File: config.mk
export PLATFORM = sky130hd
export DESIGN_NAME = keypad_scanner
export DESIGN_NICKNAME = d
export VERILOG_FILES = /design/src/rtl/keypad_scanner.sv
export SDC_FILE = /design/constraint.sdc
export NUM_CORES = 1
export LEC_CHECK = 0
export CAP_MARGIN = 20
export CORE_UTILIZATION = 53
export DETAILED_ROUTE_END_ITERATION = 10
export PLACE_DENSITY_LB_ADDON = 0.2
export SETUP_SLACK_MARGIN = 0.02
export SYNTH_ARGS = -nofsm -noshare
export SYNTH_HDL_FRONTEND = slang
export SYNTH_SLANG_ARGS = --single-unit
File: constraint.sdc
create_clock -name clk -period 2 [get_ports clk]
set_input_delay 0.2 -clock clk [delete_from_list [all_inputs] [get_ports clk]]
set_output_delay 0.2 -clock clk [all_outputs]
set_load 0.02 [all_outputs]
File: src/rtl/keypad_scanner.sv
// Matrix keypad scanner: drives one column low at a time, samples the row
// sense lines, debounces press and release, and reports the key index.
// Output handshake: key_valid is a single-cycle strobe with no back-pressure;
// key_code is meaningful on that cycle and holds until the next strobe.
module keypad_scanner #(
  parameter int ROWS            = 4,
  parameter int COLS            = 3,
  parameter int SCAN_DIV        = 1000,
  parameter int DEBOUNCE_CYCLES = 1000000,
  parameter int REPEAT_EN       = 0,
  parameter int REPEAT_CYCLES   = 25000000,
  parameter int CW              = $clog2(ROWS*COLS)
) (
  input  logic            clk,
  input  logic            rst,
  input  logic [ROWS-1:0] row_in,
  output logic [COLS-1:0] col_out,
  output logic            key_valid,
  output logic [CW-1:0]   key_code,
  output logic            key_held,
  output logic [1:0]      state_dbg
);

  localparam int CIW = (COLS > 1) ? $clog2(COLS) : 1;
  localparam int RW  = (ROWS > 1) ? $clog2(ROWS) : 1;
  localparam int DVW = (SCAN_DIV > 1) ? $clog2(SCAN_DIV) : 1;
  localparam int DBW = (DEBOUNCE_CYCLES > 1) ? $clog2(DEBOUNCE_CYCLES) : 1;
  localparam int RPW = (REPEAT_CYCLES > 1) ? $clog2(REPEAT_CYCLES) : 1;

  localparam logic [CIW-1:0]  COL_LAST = CIW'(COLS - 1);
  localparam logic [CIW-1:0]  COL_ONE  = CIW'(1);
  localparam logic [DVW-1:0]  DIV_LAST = DVW'(SCAN_DIV - 1);
  localparam logic [DVW-1:0]  DIV_ONE  = DVW'(1);
  localparam logic [DBW-1:0]  DB_LAST  = DBW'(DEBOUNCE_CYCLES - 1);
  localparam logic [DBW-1:0]  DB_ONE   = DBW'(1);
  localparam logic [RPW-1:0]  RP_LAST  = RPW'(REPEAT_CYCLES - 1);
  localparam logic [RPW-1:0]  RP_ONE   = RPW'(1);
  localparam logic [ROWS-1:0] ROW_ONE  = ROWS'(1);
  localparam logic [COLS-1:0] COL_BIT  = COLS'(1);

  typedef enum logic [1:0] {
    SCAN     = 2'd0,
    PRESS_DB = 2'd1,
    HELD     = 2'd2,
    REL_DB   = 2'd3
  } state_t;

  state_t          state_q, state_d;
  logic [ROWS-1:0] meta_q, rs;
  logic [CIW-1:0]  c_q, c_d, c_adv;
  logic [RW-1:0]   r_q, r_d, hit_row;
  logic [DVW-1:0]  div_q, div_d;
  logic [DBW-1:0]  db_q, db_d;
  logic [RPW-1:0]  rep_q, rep_d;
  logic            valid_q, valid_d;
  logic [CW-1:0]   code_q, code_d, cur_code;
  logic            held_q, held_d;
  logic [ROWS-1:0] row_low, key_pat;
  logic            one_low;

  // Two-flop synchronizer for the asynchronous row lines; idles high.
  always_ff @(posedge clk) begin
    if (rst) begin
      meta_q <= '1;
      rs     <= '1;
    end else begin
      meta_q <= row_in;
      rs     <= meta_q;
    end
  end

  // Row decode: detect exactly one low row, locate it, and build helpers.
  always_comb begin
    row_low  = ~rs;
    one_low  = (row_low != '0) && ((row_low & (row_low - ROW_ONE)) == '0);
    hit_row  = '0;
    for (int i = 0; i < ROWS; i++) begin
      if (row_low[i]) hit_row = RW'(i);
    end
    key_pat  = ~(ROW_ONE << r_q);
    c_adv    = (c_q == COL_LAST) ? '0 : c_q + COL_ONE;
    cur_code = CW'(int'(c_q) * ROWS + int'(r_q));
  end

  // Next-state and datapath decisions; everything defaults to hold.
  always_comb begin
    state_d = state_q;
    c_d     = c_q;
    r_d     = r_q;
    div_d   = div_q;
    db_d    = db_q;
    rep_d   = rep_q;
    valid_d = 1'b0;
    code_d  = code_q;
    held_d  = held_q;
    case (state_q)
      SCAN: begin
        if (div_q == DIV_LAST) begin
          div_d = '0;
          if (one_low) begin
            // Single key seen: stay on this column and start debouncing.
            r_d     = hit_row;
            db_d    = '0;
            state_d = PRESS_DB;
          end else begin
            // Idle or ghost pattern: move on to the next column.
            c_d = c_adv;
          end
        end else begin
          div_d = div_q + DIV_ONE;
        end
      end
      PRESS_DB: begin
        if (rs == key_pat) begin
          if (db_q == DB_LAST) begin
            valid_d = 1'b1;
            code_d  = cur_code;
            held_d  = 1'b1;
            rep_d   = '0;
            state_d = HELD;
          end else begin
            db_d = db_q + DB_ONE;
          end
        end else begin
          state_d = SCAN;
          c_d     = c_adv;
          div_d   = '0;
        end
      end
      HELD: begin
        if (rs == '1) begin
          state_d = REL_DB;
          db_d    = '0;
        end else if (REPEAT_EN != 0) begin
          // Other non-idle patterns are ignored; only repeat timing runs.
          if (rep_q == RP_LAST) begin
            valid_d = 1'b1;
            rep_d   = '0;
          end else begin
            rep_d = rep_q + RP_ONE;
          end
        end
      end
      REL_DB: begin
        if (rs == '1) begin
          if (db_q == DB_LAST) begin
            held_d  = 1'b0;
            state_d = SCAN;
            c_d     = c_adv;
            div_d   = '0;
          end else begin
            db_d = db_q + DB_ONE;
          end
        end else begin
          // Release bounced: back to held, restart repeat timing, no pulse.
          state_d = HELD;
          rep_d   = '0;
        end
      end
      default: begin
        state_d = SCAN;
      end
    endcase
  end

  // State and datapath registers with synchronous reset.
  always_ff @(posedge clk) begin
    if (rst) begin
      state_q <= SCAN;
      c_q     <= '0;
      r_q     <= '0;
      div_q   <= '0;
      db_q    <= '0;
      rep_q   <= '0;
      valid_q <= 1'b0;
      code_q  <= '0;
      held_q  <= 1'b0;
    end else begin
      state_q <= state_d;
      c_q     <= c_d;
      r_q     <= r_d;
      div_q   <= div_d;
      db_q    <= db_d;
      rep_q   <= rep_d;
      valid_q <= valid_d;
      code_q  <= code_d;
      held_q  <= held_d;
    end
  end

  // Column drive: the selected column is the only low bit.
  always_comb begin
    col_out = ~(COL_BIT << c_q);
  end

  assign key_valid = valid_q;
  assign key_code  = code_q;
  assign key_held  = held_q;
  assign state_dbg = state_q;

endmodule

==> run metrics <==
status finished, final reports clean; count of non-filler cells in the finished layout between 400 and 500; share of total power consumed by net switching 25.44%; final instance area 3516 um^2; Multi-input gate area 1668 um^2; vias per inst between 6 and 7; f_max between 0.5 and 0.6 GHz; max-slew violations 0; Synth area leaders sky130_fd_sc_hd__dfxtp_1, sky130_fd_sc_hd__nand2_1, sky130_fd_sc_hd__nor2_1, sky130_fd_sc_hd__nand3_1, sky130_fd_sc_hd__a21oi_1; Comb power frac 8.1%; flip-flop cell with the highest count after synthesis sky130_fd_sc_hd__dfxtp_1; Clk Tree Root Cell sky130_fd_sc_hd__clkbuf_8; Avg WL per Cell around 16 um; Leak Pwr 1.445 nW; endpoint class of the critical path flip-flop; fraction of the mapped netlist area in compound gates about a quarter; antenna-violating nets left 0; unrepaired setup endpoints after global routing true; top cell type by total area after synthesis sky130_fd_sc_hd__dfxtp_1; count of placed standard cells including taps 432; share of the clock period used by the worst path after layout 99.92%; Fillers 335; Final Routed Wirelength 7098 um; Synth-to-Final Area Change 31.31%; Avg Cell Area, Syn 8.341 um^2; vias in the first global route 2295; Sw Pwr about 0.45 mW; Max rail drop VDD 608.7 uV; area of the mapped netlist 2678 um^2; buffers added on ports 16; pin count of the biggest net entering global routing 21; final-report hold violation count 0; first-pass GRT wire length 10410 um; starting DRC count in detailed routing 254; leading post-synthesis cells by instance count sky130_fd_sc_hd__dfxtp_1, sky130_fd_sc_hd__nand2_1, sky130_fd_sc_hd__nor2_1, sky130_fd_sc_hd__nand3_1, sky130_fd_sc_hd__a21oi_1; Antenna diodes 0; number of detailed-routing iterations run before antenna repair 6; height of the die between 70 and 80 um; initial core utilization 55.95%; Skew-Pair Late Insertion Delay 320 ps; Worst Path Arrival 2270 ps; cell-by-cell listing of the critical path or3b_4 -> a21oi_4 -> o21bai_4 -> a21o_4 -> buf_12 -> or4_4 -> nand3_2; number of standard cells after synthesis around 320; share of the synthesized area in the top cell type 37.38%; worst setup margin 1.623 ps; I/O pin count 17; Critical-path top delay cell sky130_fd_sc_hd__or4_4; Maximum Capacitance Violations 0; Sink Count 50; CTS hold repair buffers 0; maximum level of the CTS H-tree 2; Residual DRC 0; crit start category flip-flop; setup total negative slack 0 ps; number of nets produced by synthesis 329; simple-gate area share of the yosys netlist ~30%; Tightest Hold Check Type reg2reg; die area 5340 um^2; adder-cell area share of the yosys netlist 0.9346%; total clock buffers created by CTS 5; antenna violations before repair 0; cell row count 25; overall die width 73.08 um; critical path's largest stage delay 470 ps; area of placed instances 3213 um^2; number of library cell types mapped by synthesis 60; number of flops mapped to enable cells by yosys 0; final-report setup violation count 0; clock tree from TritonCTS done; flop and latch count out of synthesis 50; Tightest Pin Transition 497.2 ps; global route total overflow 0; dpl hpwl roughly 4600 um; combined flip-flop and latch cell area between 1000 and 1500 um^2; remaining max-slew budget at the tightest pin ~67%; multiplexer share of the synthesized area about 2.7%; most used standard cell by instance count after synthesis sky130_fd_sc_hd__dfxtp_1; yosys warns 0; async set-reset flop share out of synthesis 0%; total number of vias 2715; area inside the core boundary 4786 um^2; post-layout minimum cycle time about 2000 ps; worst path buffer plus inverter count 1; cell family contributing the most delay on the critical path simple AND/OR/NAND/NOR gates; sequential share of power a little under three fifths; Cell Int Power 1.333 mW; Total Power between 1.5 and 2 mW; CP Max Fanout 5; final layout net count 386; Bufs on Longest Clock Path 2; area share of xor/xnor cells in the synthesized design 0.3271%; routability cong. 0.8886; part of the Yosys area used for sequential elements 37.38%; largest family of logic cells by synthesized area simple AND/OR/NAND/NOR gates; ratio of cells with drive above 1 in the final layout 28.23%; Fin Clk Skew 10.27 ps; required time at the worst-slack endpoint around 2300 ps; clock transition at the register clock pins on the worst setup and hold paths after CTS about 100 ps; portion of total power attributed to the clock network 35.0%; areal power density over the cells 508.3 nW/um^2; critical path class reg2reg; pre-CTS worst setup slack -77.69 ps; global router's overall resource usage 24.87%
## stage by stage
step / util, % / hold WS (ps)
floorplan: - / 303.8
global placement: 67.14 / 392.2
detailed placement: 67.14 / 396.8
CTS: 69.18 / 420.8
global route: 73.46 / 425.4
finish: 73.46 / 417.0
## final timing paths
kind	startpoint	endpoint	slack, ps	cells after the start
worst min register to register	meta_q[1]	rs[1]	420	1
worst max register to register	r_q[1]	db_q[3]	2	7
worst max-delay path	r_q[1]	db_q[3]	2	7
worst min-delay path	meta_q[1]	rs[1]	420	1
## placed cells by master, fill, tap and decap left out, types with 3 or more instances in the layout
cell type	n
sky130_fd_sc_hd__buf_4	49
sky130_fd_sc_hd__dfxtp_1	46
sky130_fd_sc_hd__nand2_1	31
sky130_fd_sc_hd__nor2_1	28
sky130_fd_sc_hd__clkdlybuf4s50_1	16
sky130_fd_sc_hd__nand3_1	15
sky130_fd_sc_hd__a21oi_1	14
sky130_fd_sc_hd__or2_2	12
sky130_fd_sc_hd__o211ai_1	10
sky130_fd_sc_hd__o21ai_0	9
sky130_fd_sc_hd__nor4_1	7
sky130_fd_sc_hd__inv_1	6
sky130_fd_sc_hd__nand4_1	6
sky130_fd_sc_hd__mux2i_1	6
sky130_fd_sc_hd__a31oi_1	6
sky130_fd_sc_hd__a21o_1	6
sky130_fd_sc_hd__and3_1	5
sky130_fd_sc_hd__and4_1	5
sky130_fd_sc_hd__a211o_1	5
sky130_fd_sc_hd__clkbuf_8	5
sky130_fd_sc_hd__nand3b_1	4
sky130_fd_sc_hd__nor3_1	4
sky130_fd_sc_hd__dfxtp_2	4
sky130_fd_sc_hd__and2_1	3
sky130_fd_sc_hd__nor4bb_1	3
sky130_fd_sc_hd__nand2_2	3
sky130_fd_sc_hd__nor4_4	3
sky130_fd_sc_hd__o211a_1	3
sky130_fd_sc_hd__buf_6	3
## layout make-up
class / instances / share of cell area [%]
multi-input combinational: 243 / 47.44
sequential: 50 / 28.61
timing repair buffer: 72 / 18.29
tap: 67 / 2.384
clock buffer: 5 / 1.957
clock inverter: 3 / 0.6762
inverter: 6 / 0.6406
## power groups by stage
stage	Sequential [mW]	Combinational [mW]	Clock [mW]
after CTS	1.02	0.121	0.631
after floorplan	1.04	0.0756	0
after global placement	1.04	0.117	0
final	1.02	0.145	0.626
after global routing	1.02	0.154	0.665
after detailed placement	1.04	0.120	0
## registers in the layout (all words and copies together), names as in the netlist
register and cells:
meta_q 4, div_q 10, rs 4, c_q 2, key_code 4, db_q 20, r_q 2, key_held 1
state_dbg 2, key_valid 1
## kinds of logic (layout without fill, tap and decap cells)
family,count (synthesis),in the layout
xor gates and xnor gates,1,1
buffers and inverters,28,86
and+or+nand+nor,146,146
AOI/OAI and AO/OA,87,87
DFF,50,50
adders and majority gates,2,2
muxes,7,7
## worst register-to-register path, cell delays in order (launching register included)
cell and delay (ps):
sky130_fd_sc_hd__dfxtp_2 330, sky130_fd_sc_hd__or3b_4 400, sky130_fd_sc_hd__a21oi_4 200, sky130_fd_sc_hd__o21bai_4 90, sky130_fd_sc_hd__a21o_4 250, sky130_fd_sc_hd__buf_12 140, sky130_fd_sc_hd__or4_4 470, sky130_fd_sc_hd__nand3_2 70
## timing repair
item,4_1_cts,5_1_grt
setup endpoints to repair,5,24
pin swaps,1,13
gates cloned,0,3
buffers inserted,0,3
resized for setup,2,27
## metal layers
layer  track usage [%]  routed length, um  vias to the layer above
li1                  -                  -                     1322
met1             33.59               3249                     1273
met2             38.68               3240                      108
met3             4.696                490                       12
met4             10.46                118                        0
met5                 0                  0                        -
Power figures use the tool's default switching activity.
